--- src/rtl/spi0_bus_arbiter_if.sv ---
// Bundle of requester, SPI engine and framing signals around the SPI0 arbiter.
// master: the arbiter's view; slave: the requesters/engine side.
interface spi0_bus_arbiter_if;
  logic       req0_valid;
  logic       req0_ready;
  logic [7:0] req0_data;
  logic       req0_last;
  logic       rsp0_valid;
  logic [7:0] rsp0_data;
  logic       req1_valid;
  logic       req1_ready;
  logic [7:0] req1_data;
  logic       req1_last;
  logic       rsp1_valid;
  logic [7:0] rsp1_data;
  logic       eng_cmd_valid;
  logic       eng_cmd_ready;
  logic [7:0] eng_cmd_data;
  logic       eng_rsp_valid;
  logic [7:0] eng_rsp_data;
  logic       spi0_ss;
  logic [1:0] grant;
  logic       abort;

  modport master (
    input  req0_valid, req0_data, req0_last, req1_valid, req1_data, req1_last,
           eng_cmd_ready, eng_rsp_valid, eng_rsp_data,
    output req0_ready, rsp0_valid, rsp0_data, req1_ready, rsp1_valid, rsp1_data,
           eng_cmd_valid, eng_cmd_data, spi0_ss, grant, abort
  );

  modport slave (
    output req0_valid, req0_data, req0_last, req1_valid, req1_data, req1_last,
           eng_cmd_ready, eng_rsp_valid, eng_rsp_data,
    input  req0_ready, rsp0_valid, rsp0_data, req1_ready, rsp1_valid, rsp1_data,
           eng_cmd_valid, eng_cmd_data, spi0_ss, grant, abort
  );
endinterface

--- src/rtl/spi0_bus_arbiter.sv ---
// Round-robin arbiter sharing the SPI0 byte engine between two requesters, with ss framing.
// Optional stall timeout/abort enabled by defining SPI0_ARB_TIMEOUT_EN.
//
// state    | meaning
// IDLE     | ss high, no owner; pick a requester
// SETUP    | ss low, waiting SS_SETUP cycles
// ISSUE    | granted requester passed through to engine
// WAIT_RSP | one byte outstanding, waiting for engine response
// HOLD     | ss low, waiting SS_HOLD cycles before release
module spi0_bus_arbiter #(
  parameter int SS_SETUP       = 2,
  parameter int SS_HOLD        = 2,
  parameter int TIMEOUT_CYCLES = 255
) (
  input logic io_clock,
  input logic io_reset,
  spi0_bus_arbiter_if.master bus
);
  localparam int MAX_A = (SS_SETUP > SS_HOLD) ? SS_SETUP : SS_HOLD;
  localparam int MAX_C = (MAX_A > TIMEOUT_CYCLES) ? MAX_A : TIMEOUT_CYCLES;
  localparam int CW    = $clog2(MAX_C + 1);

  typedef enum logic [2:0] {IDLE, SETUP, ISSUE, WAIT_RSP, HOLD} state_t;

  state_t          state_q, state_d;
  logic [CW-1:0]   cnt_q, cnt_d;
  logic [1:0]      grant_q, grant_d;
  logic            ss_q, ss_d;
  logic            ptr_q, ptr_d;
  logic            last_q, last_d;
  logic            abort_c;
  logic            rsp_fwd;
  logic            g_valid, g_last;
  logic [7:0]      g_data;

  assign g_valid = grant_q[1] ? bus.req1_valid : bus.req0_valid;
  assign g_data  = grant_q[1] ? bus.req1_data  : bus.req0_data;
  assign g_last  = grant_q[1] ? bus.req1_last  : bus.req0_last;

`ifdef SPI0_ARB_TIMEOUT_EN
  logic [CW-1:0] tmo_q, tmo_d;
  logic          drop_q, drop_d;
  // a response owed to an aborted byte is swallowed whenever it turns up
  assign rsp_fwd = bus.eng_rsp_valid && !drop_q;
`else
  assign rsp_fwd = bus.eng_rsp_valid;
`endif

  always_comb begin
    state_d           = state_q;
    cnt_d             = cnt_q;
    grant_d           = grant_q;
    ss_d              = ss_q;
    ptr_d             = ptr_q;
    last_d            = last_q;
    abort_c           = 1'b0;
    bus.eng_cmd_valid = 1'b0;
    bus.eng_cmd_data  = 8'h00;
    bus.req0_ready    = 1'b0;
    bus.req1_ready    = 1'b0;
    bus.rsp0_valid    = 1'b0;
    bus.rsp1_valid    = 1'b0;
    bus.rsp0_data     = 8'h00;
    bus.rsp1_data     = 8'h00;
`ifdef SPI0_ARB_TIMEOUT_EN
    tmo_d  = 0;
    drop_d = drop_q && !bus.eng_rsp_valid;
`endif
    case (state_q)
      IDLE: begin
        if (bus.req0_valid || bus.req1_valid) begin
          grant_d = (bus.req0_valid && (!bus.req1_valid || !ptr_q)) ? 2'b01 : 2'b10;
          ss_d    = 1'b0;
          cnt_d   = CW'(SS_SETUP - 1);
          state_d = SETUP;
        end
      end
      SETUP: begin
        if (cnt_q == 0) state_d = ISSUE;
        else            cnt_d   = cnt_q - CW'(1);
      end
      ISSUE: begin
        bus.eng_cmd_valid = g_valid;
        bus.eng_cmd_data  = g_data;
        if (grant_q[1]) bus.req1_ready = bus.eng_cmd_ready;
        else            bus.req0_ready = bus.eng_cmd_ready;
        if (g_valid && bus.eng_cmd_ready) begin
          last_d  = g_last;
          state_d = WAIT_RSP;
        end
`ifdef SPI0_ARB_TIMEOUT_EN
        else if (!g_valid) begin
          if (tmo_q == CW'(TIMEOUT_CYCLES - 1)) begin
            abort_c = 1'b1;
            cnt_d   = CW'(SS_HOLD - 1);
            state_d = HOLD;
          end else begin
            tmo_d = tmo_q + CW'(1);
          end
        end else begin
          tmo_d = tmo_q;
        end
`endif
      end
      WAIT_RSP: begin
        if (rsp_fwd) begin
          if (grant_q[1]) begin
            bus.rsp1_valid = 1'b1;
            bus.rsp1_data  = bus.eng_rsp_data;
          end else begin
            bus.rsp0_valid = 1'b1;
            bus.rsp0_data  = bus.eng_rsp_data;
          end
          if (last_q) begin
            cnt_d   = CW'(SS_HOLD - 1);
            state_d = HOLD;
          end else begin
            state_d = ISSUE;
          end
        end
`ifdef SPI0_ARB_TIMEOUT_EN
        else if (tmo_q == CW'(TIMEOUT_CYCLES - 1)) begin
          abort_c = 1'b1;
          drop_d  = 1'b1;
          cnt_d   = CW'(SS_HOLD - 1);
          state_d = HOLD;
        end else begin
          tmo_d = tmo_q + CW'(1);
        end
`endif
      end
      HOLD: begin
        if (cnt_q == 0) begin
          ss_d    = 1'b1;
          grant_d = 2'b00;
          ptr_d   = ~ptr_q;
          state_d = IDLE;
        end else begin
          cnt_d = cnt_q - CW'(1);
        end
      end
      default: state_d = IDLE;
    endcase
  end

  always_ff @(posedge io_clock) begin
    if (io_reset) begin
      state_q <= IDLE;
      cnt_q   <= '0;
      grant_q <= 2'b00;
      ss_q    <= 1'b1;
      ptr_q   <= 1'b0;
      last_q  <= 1'b0;
`ifdef SPI0_ARB_TIMEOUT_EN
      tmo_q   <= '0;
      drop_q  <= 1'b0;
`endif
    end else begin
      state_q <= state_d;
      cnt_q   <= cnt_d;
      grant_q <= grant_d;
      ss_q    <= ss_d;
      ptr_q   <= ptr_d;
      last_q  <= last_d;
`ifdef SPI0_ARB_TIMEOUT_EN
      tmo_q   <= tmo_d;
      drop_q  <= drop_d;
`endif
    end
  end

  assign bus.spi0_ss = ss_q;
  assign bus.grant   = grant_q;
  assign bus.abort   = abort_c;
endmodule
--- src/flat_wrapper.sv ---
// flat-port wrapper written by rule: the top's interface ports become plain ports
module spi0_bus_arbiter_flat 
#(
  parameter int SS_SETUP       = 2,
  parameter int SS_HOLD        = 2,
  parameter int TIMEOUT_CYCLES = 255
)
  (io_clock, io_reset, bus_req0_valid, bus_req0_data, bus_req0_last, bus_req1_valid, bus_req1_data, bus_req1_last, bus_eng_cmd_ready, bus_eng_rsp_valid, bus_eng_rsp_data, bus_req0_ready, bus_rsp0_valid, bus_rsp0_data, bus_req1_ready, bus_rsp1_valid, bus_rsp1_data, bus_eng_cmd_valid, bus_eng_cmd_data, bus_spi0_ss, bus_grant, bus_abort);
  spi0_bus_arbiter_if bus_i ();
  input logic io_clock;
  input logic io_reset;
  input wire logic [$bits(bus_i.req0_valid)-1:0] bus_req0_valid;
  input wire logic [$bits(bus_i.req0_data)-1:0] bus_req0_data;
  input wire logic [$bits(bus_i.req0_last)-1:0] bus_req0_last;
  input wire logic [$bits(bus_i.req1_valid)-1:0] bus_req1_valid;
  input wire logic [$bits(bus_i.req1_data)-1:0] bus_req1_data;
  input wire logic [$bits(bus_i.req1_last)-1:0] bus_req1_last;
  input wire logic [$bits(bus_i.eng_cmd_ready)-1:0] bus_eng_cmd_ready;
  input wire logic [$bits(bus_i.eng_rsp_valid)-1:0] bus_eng_rsp_valid;
  input wire logic [$bits(bus_i.eng_rsp_data)-1:0] bus_eng_rsp_data;
  output wire logic [$bits(bus_i.req0_ready)-1:0] bus_req0_ready;
  output wire logic [$bits(bus_i.rsp0_valid)-1:0] bus_rsp0_valid;
  output wire logic [$bits(bus_i.rsp0_data)-1:0] bus_rsp0_data;
  output wire logic [$bits(bus_i.req1_ready)-1:0] bus_req1_ready;
  output wire logic [$bits(bus_i.rsp1_valid)-1:0] bus_rsp1_valid;
  output wire logic [$bits(bus_i.rsp1_data)-1:0] bus_rsp1_data;
  output wire logic [$bits(bus_i.eng_cmd_valid)-1:0] bus_eng_cmd_valid;
  output wire logic [$bits(bus_i.eng_cmd_data)-1:0] bus_eng_cmd_data;
  output wire logic [$bits(bus_i.spi0_ss)-1:0] bus_spi0_ss;
  output wire logic [$bits(bus_i.grant)-1:0] bus_grant;
  output wire logic [$bits(bus_i.abort)-1:0] bus_abort;
  assign bus_i.req0_valid = bus_req0_valid;
  assign bus_i.req0_data = bus_req0_data;
  assign bus_i.req0_last = bus_req0_last;
  assign bus_i.req1_valid = bus_req1_valid;
  assign bus_i.req1_data = bus_req1_data;
  assign bus_i.req1_last = bus_req1_last;
  assign bus_i.eng_cmd_ready = bus_eng_cmd_ready;
  assign bus_i.eng_rsp_valid = bus_eng_rsp_valid;
  assign bus_i.eng_rsp_data = bus_eng_rsp_data;
  assign bus_req0_ready = bus_i.req0_ready;
  assign bus_rsp0_valid = bus_i.rsp0_valid;
  assign bus_rsp0_data = bus_i.rsp0_data;
  assign bus_req1_ready = bus_i.req1_ready;
  assign bus_rsp1_valid = bus_i.rsp1_valid;
  assign bus_rsp1_data = bus_i.rsp1_data;
  assign bus_eng_cmd_valid = bus_i.eng_cmd_valid;
  assign bus_eng_cmd_data = bus_i.eng_cmd_data;
  assign bus_spi0_ss = bus_i.spi0_ss;
  assign bus_grant = bus_i.grant;
  assign bus_abort = bus_i.abort;
  spi0_bus_arbiter #(.SS_SETUP(SS_SETUP), .SS_HOLD(SS_HOLD), .TIMEOUT_CYCLES(TIMEOUT_CYCLES)) u_core (.io_clock(io_clock), .io_reset(io_reset), .bus(bus_i));
endmodule
--- config.mk ---
export PLATFORM = sky130hd
export DESIGN_NAME = spi0_bus_arbiter_flat
export DESIGN_NICKNAME = d
export VERILOG_FILES = /design/src/rtl/spi0_bus_arbiter_if.sv /design/src/rtl/spi0_bus_arbiter.sv /design/src/flat_wrapper.sv
export SDC_FILE = /design/constraint.sdc
export NUM_CORES = 1
export LEC_CHECK = 0
export CORE_MARGIN = 2
export CORE_UTILIZATION = 36
export DETAILED_ROUTE_END_ITERATION = 8
export PLACE_DENSITY = 0.75
export SLEW_MARGIN = 20
export SYNTH_ARGS = -nofsm -noshare
export SYNTH_HDL_FRONTEND = slang
export SYNTH_SLANG_ARGS = --single-unit
--- constraint.sdc ---
create_clock -name io_clock -period 3.6 [get_ports io_clock]
set_clock_uncertainty 0.1 [all_clocks]
set_input_delay 1.08 -clock io_clock [delete_from_list [all_inputs] [get_ports io_clock]]
set_output_delay 1.08 -clock io_clock [all_outputs]
set_load 0.05 [all_outputs]
==> results of run 1 <==
[cell type report]
cell class                 count  area, sq um
fill                         263         1044
timing repair buffer          72        988.4
multi-input combinational    129        867.1
sequential                    16        320.3
tap                           46        57.56
clock buffer                   3        22.52
inverter                       3        11.26
[flip-flops by register name (all words and copies together) (netlist names)]
register	count
u_core.bus.grant	2
u_core.bus.spi0_ss	1
u_core.cnt_q	8
u_core.last_q	1
u_core.ptr_q	1
u_core.state_q	3
[cell families (layout without fill, tap and decap cells)]
family / after synthesis / count (layout) / share of synthesized area
AND/OR/NAND/NOR: 76 / 76 / 0.3516
flip-flops: 16 / 16 / 0.2594
other: 1 / 1 / 0.003037
AO/OA/AOI/OAI: 36 / 36 / 0.1955
multiplexers: 12 / 12 / 0.1094
adder cells (fa/ha/maj): 2 / 2 / 0.02026
XOR/XNOR: 2 / 2 / 0.01419
buffers and inverters: 14 / 78 / 0.04660
[cells in the final DEF, fill, tap and decap left out, types with 4 or more instances in the layout]
master,count
sky130_fd_sc_hd__a21oi_1,10
sky130_fd_sc_hd__a31oi_1,4
sky130_fd_sc_hd__and2_1,9
sky130_fd_sc_hd__and3_1,10
sky130_fd_sc_hd__buf_12,29
sky130_fd_sc_hd__buf_4,9
sky130_fd_sc_hd__clkdlybuf4s50_1,34
sky130_fd_sc_hd__dfxtp_1,16
sky130_fd_sc_hd__mux2i_1,9
sky130_fd_sc_hd__nand2_1,9
sky130_fd_sc_hd__nand2b_1,5
sky130_fd_sc_hd__nand3_1,4
sky130_fd_sc_hd__nor2_1,19
sky130_fd_sc_hd__o21ai_0,6
[per-layer routing]
metal	global-route usage	part of all wire
met5	0	0
met4	0.07500	0.021
met3	0.03423	0.045
met1	0.2395	0.44
met2	0.3454	0.49
[timing repair]
item                       4_1_cts  5_1_grt
buffers inserted                 0        0
hold buffers                     0        0
resized for setup                0        5
setup endpoints to repair        0        7
[metrics by stage]
| step | power (mW) | instance area, sq um | hold WS, ps | cells | worst slack, ps |
|---|---|---|---|---|---|
| floorplan | 0.9672 | 1236 | 384.6 | 159 | 268.7 |
| global placement | 1.300 | 2227 | 370.5 | 265 | 112.7 |
| detailed placement | 1.314 | 2227 | 412.0 | 265 | 53.55 |
| CTS | 1.411 | 2250 | 424.3 | 268 | 50.42 |
| global route | 1.526 | 2267 | 450.3 | 269 | 3.098 |
| finish | 1.420 | 2267 | 407.9 | 269 | 70.05 |
[how the worst max path moves through the flow]
stage / startpoint / end / slack, ps / cells after the start
floorplan: bus_eng_rsp_valid / bus_rsp0_data[0] / 270 / 4
global placement: bus_eng_rsp_valid / bus_rsp0_data[0] / 110 / 6
detailed placement: bus_eng_rsp_valid / bus_rsp0_data[3] / 50 / 6
CTS: bus_eng_rsp_valid / bus_rsp0_data[3] / 50 / 6
global route: bus_eng_rsp_valid / bus_rsp0_data[1] / 3 / 6
finish: bus_eng_rsp_valid / bus_rsp0_data[1] / 70 / 6
[worst reg2reg max path, stage by stage (launching register included)]
cell                      delay (ps)
sky130_fd_sc_hd__dfxtp_1         590
sky130_fd_sc_hd__xnor2_1         170
sky130_fd_sc_hd__or2_0           350
sky130_fd_sc_hd__or4_1           510
sky130_fd_sc_hd__a31oi_1         160
[power groups by stage]
stage          sequential (mW)  combinational, mW  clock (mW)
5_1_grt                  0.322               1.10       0.107
4_1_cts                  0.310               1.00      0.0966
3_5_place_dp             0.314               1.00           0
3_3_place_gp             0.310              0.989           0
2_1_floorplan            0.309              0.658           0
6_report                 0.311               1.01      0.0956
==> results.txt, run 1 <==
----------------------------------------------------
[Pwr]
  Net Sw Frac ... 0.4975
  Sequential cell fraction of total power ... 0.219
  Cell leakage power ... 0.9001 nW
  Internal Pwr Total ... 0.7137 mW
  Switching component of the power ... 0.7065 mW
  Share of power burned in combinational logic ... 0.714
  Peak VDD IR ... 0.5068 mV
  Power per cell area ... 626.4 nW/um^2
  Power share of the clock group ... 0.067

[Synth]
  Post-Synthesis Cell Area ... 1235 sq um
  Number of distinct library cell variants in the gate-level netlist after synthesis ... 50
  Average cell area after synthesis ... 7.767 sq um
  Leading area contributor after synthesis ... sky130_fd_sc_hd__dfxtp_1
  Warning count from the yosys run ... 0
  Synth Net Count ... 193
  Most numerous cell types in the synthesized netlist ... sky130_fd_sc_hd__nor2_1, sky130_fd_sc_hd__dfxtp_1, sky130_fd_sc_hd__a21oi_1, sky130_fd_sc_hd__and2_1, sky130_fd_sc_hd__and3_1
  Count of flip-flops with a built-in enable after synthesis ... 0
  Most common cell in the synthesized netlist ... sky130_fd_sc_hd__nor2_1
  Post-synth ARST share ... 0
  Instance count of the mapped netlist ... 159
  Proportion of netlist area held by the largest area contributor ... 0.2594
  #FFs+latches synth ... 16
  Post-synthesis sequential area ratio ... 0.2594
  Most used flip-flop cell after synthesis ... sky130_fd_sc_hd__dfxtp_1
  Top cells by area in the synthesized netlist ... sky130_fd_sc_hd__dfxtp_1, sky130_fd_sc_hd__mux2i_1, sky130_fd_sc_hd__nor2_1

[STA]
  Total negative slack ... 0 ps
  Final period util ... 0.9805
  Transition at the pin with the smallest max-transition slack ... 518.2 ps
  Endpoints failing hold ... 0
  Slew HR ... 0.6456
  Number of max-slew violations in the final report ... 0
  RSZ-0062 raised after global routing ... no
  Final critical-path required period ... 3530 ps
  Maximum achievable frequency ... 283.3 MHz
  Final setup violation count ... 0

[Die]
  Overall die width ... 62.57 um
  Number of rows in the core area ... 21
  Top-level port count ... 65
  Floorplan die area ... 3915 sq um
  Core box area ... 3311 sq um
  Height of the die ... 62.57 um
  Effective utilization at floorplan ... 0.3730

[Clock tree]
  Clock root buffer ... sky130_fd_sc_hd__clkbuf_4
  CTS clk-pin slew, worst paths ... 80 ps
  TritonCTS Buffers ... 3
  Total clock sinks ... 16
  CTS max path bufs ... 2
  Clock latency of the later-clocked register in the worst-skew pair ... 290 ps
  CTS tree ... built
  Count of H-tree levels built during CTS ... 1

[Worst hold path]
  Start point of the worst min-delay path ... u_core.bus.grant[0]
  Worst Hold Depth ... 2
  Path type of the worst min-delay path ... reg2reg
  Hold path endpoint ... u_core.bus.grant[0]

[Job]
  Count of max-cap constraint violations ... 0

[Worst setup path]
  Critical path class ... in2out
  Chain of cells forming the critical path ... clkdlybuf4s50_1 -> and3_1 -> nor2b_4 -> buf_4 -> and2_1 -> buf_12
  Reg-to-reg critical path startpoint ... u_core.state_q[2]
  CP Data Arrival Time ... 2350 ps
  Kind of start point of the critical path ... input pin
  Terminus of the critical flop-to-flop path ... u_core.cnt_q[7]
  Critical Path Sink Type ... output pin
  Slowest stage delay, CP ... 480 ps
  CP top delay family ... buffers and inverters
  Cell type of the slowest stage on the worst timing path ... sky130_fd_sc_hd__clkdlybuf4s50_1
  Buffer and inverter count on the worst path ... 3
  Required time at the endpoint of the critical path ... 2420 ps
  Setup slack of the worst register-to-register path ... 1650 ps
  R2r worst-path depth ... 4
  Top fanout value on the critical path ... 5

[Place]
  HPWL after DPL ... 3174 um
  Port-buffer cells ... 63
  Weighted congestion at the end of routability-driven global placement ... 0.7878

[Layout]
  Utilization of the core after routing ... 0.6848
  Total Nets Final ... 259
  Antenna diode count ... 0
  Fraction of layout cells with a size suffix above 1 ... 0.2377
  Area delta synth->final ... 83.59%

[Global routing]
  Total grt overflow ... 0
  Vias in the first global route ... 1265
  Global Route Usage Sum ... 0.1971
  Antenna violations before repair ... 0
  Pin count of the biggest net entering global routing ... 16
  Global-route wire length before repair ... 6168 um

[Routing]
  Residual antenna-violating net count after detailed routing ... 0
  Total DRC errors in the routed layout ... 0
  Number of vias after detailed routing ... 1408
  Count of routing violations after the opening detailed-route iteration ... 38
  Per-cell routed wire length ... 14.51 um
  TritonRoute pass-1 iters ... 4
  Total routed wirelength ... 3904 um
  Number of vias per cell ... 5.234

[Outcome]
  Outcome ... completed

----------------------------------------------------
Power figures use the tool's default switching activity.
==> run 2, diff against run 1 <==
--- a/config.mk
+++ b/config.mk
@@ -5,6 +5,7 @@
 export SDC_FILE = /design/constraint.sdc
 export NUM_CORES = 1
 export LEC_CHECK = 0
+export CAP_MARGIN = 0
 export CORE_MARGIN = 2
 export CORE_UTILIZATION = 36
 export DETAILED_ROUTE_END_ITERATION = 8
==> results of run 2 <==
Same layout as run 1: the final DEF is identical, and so are final timing and power.
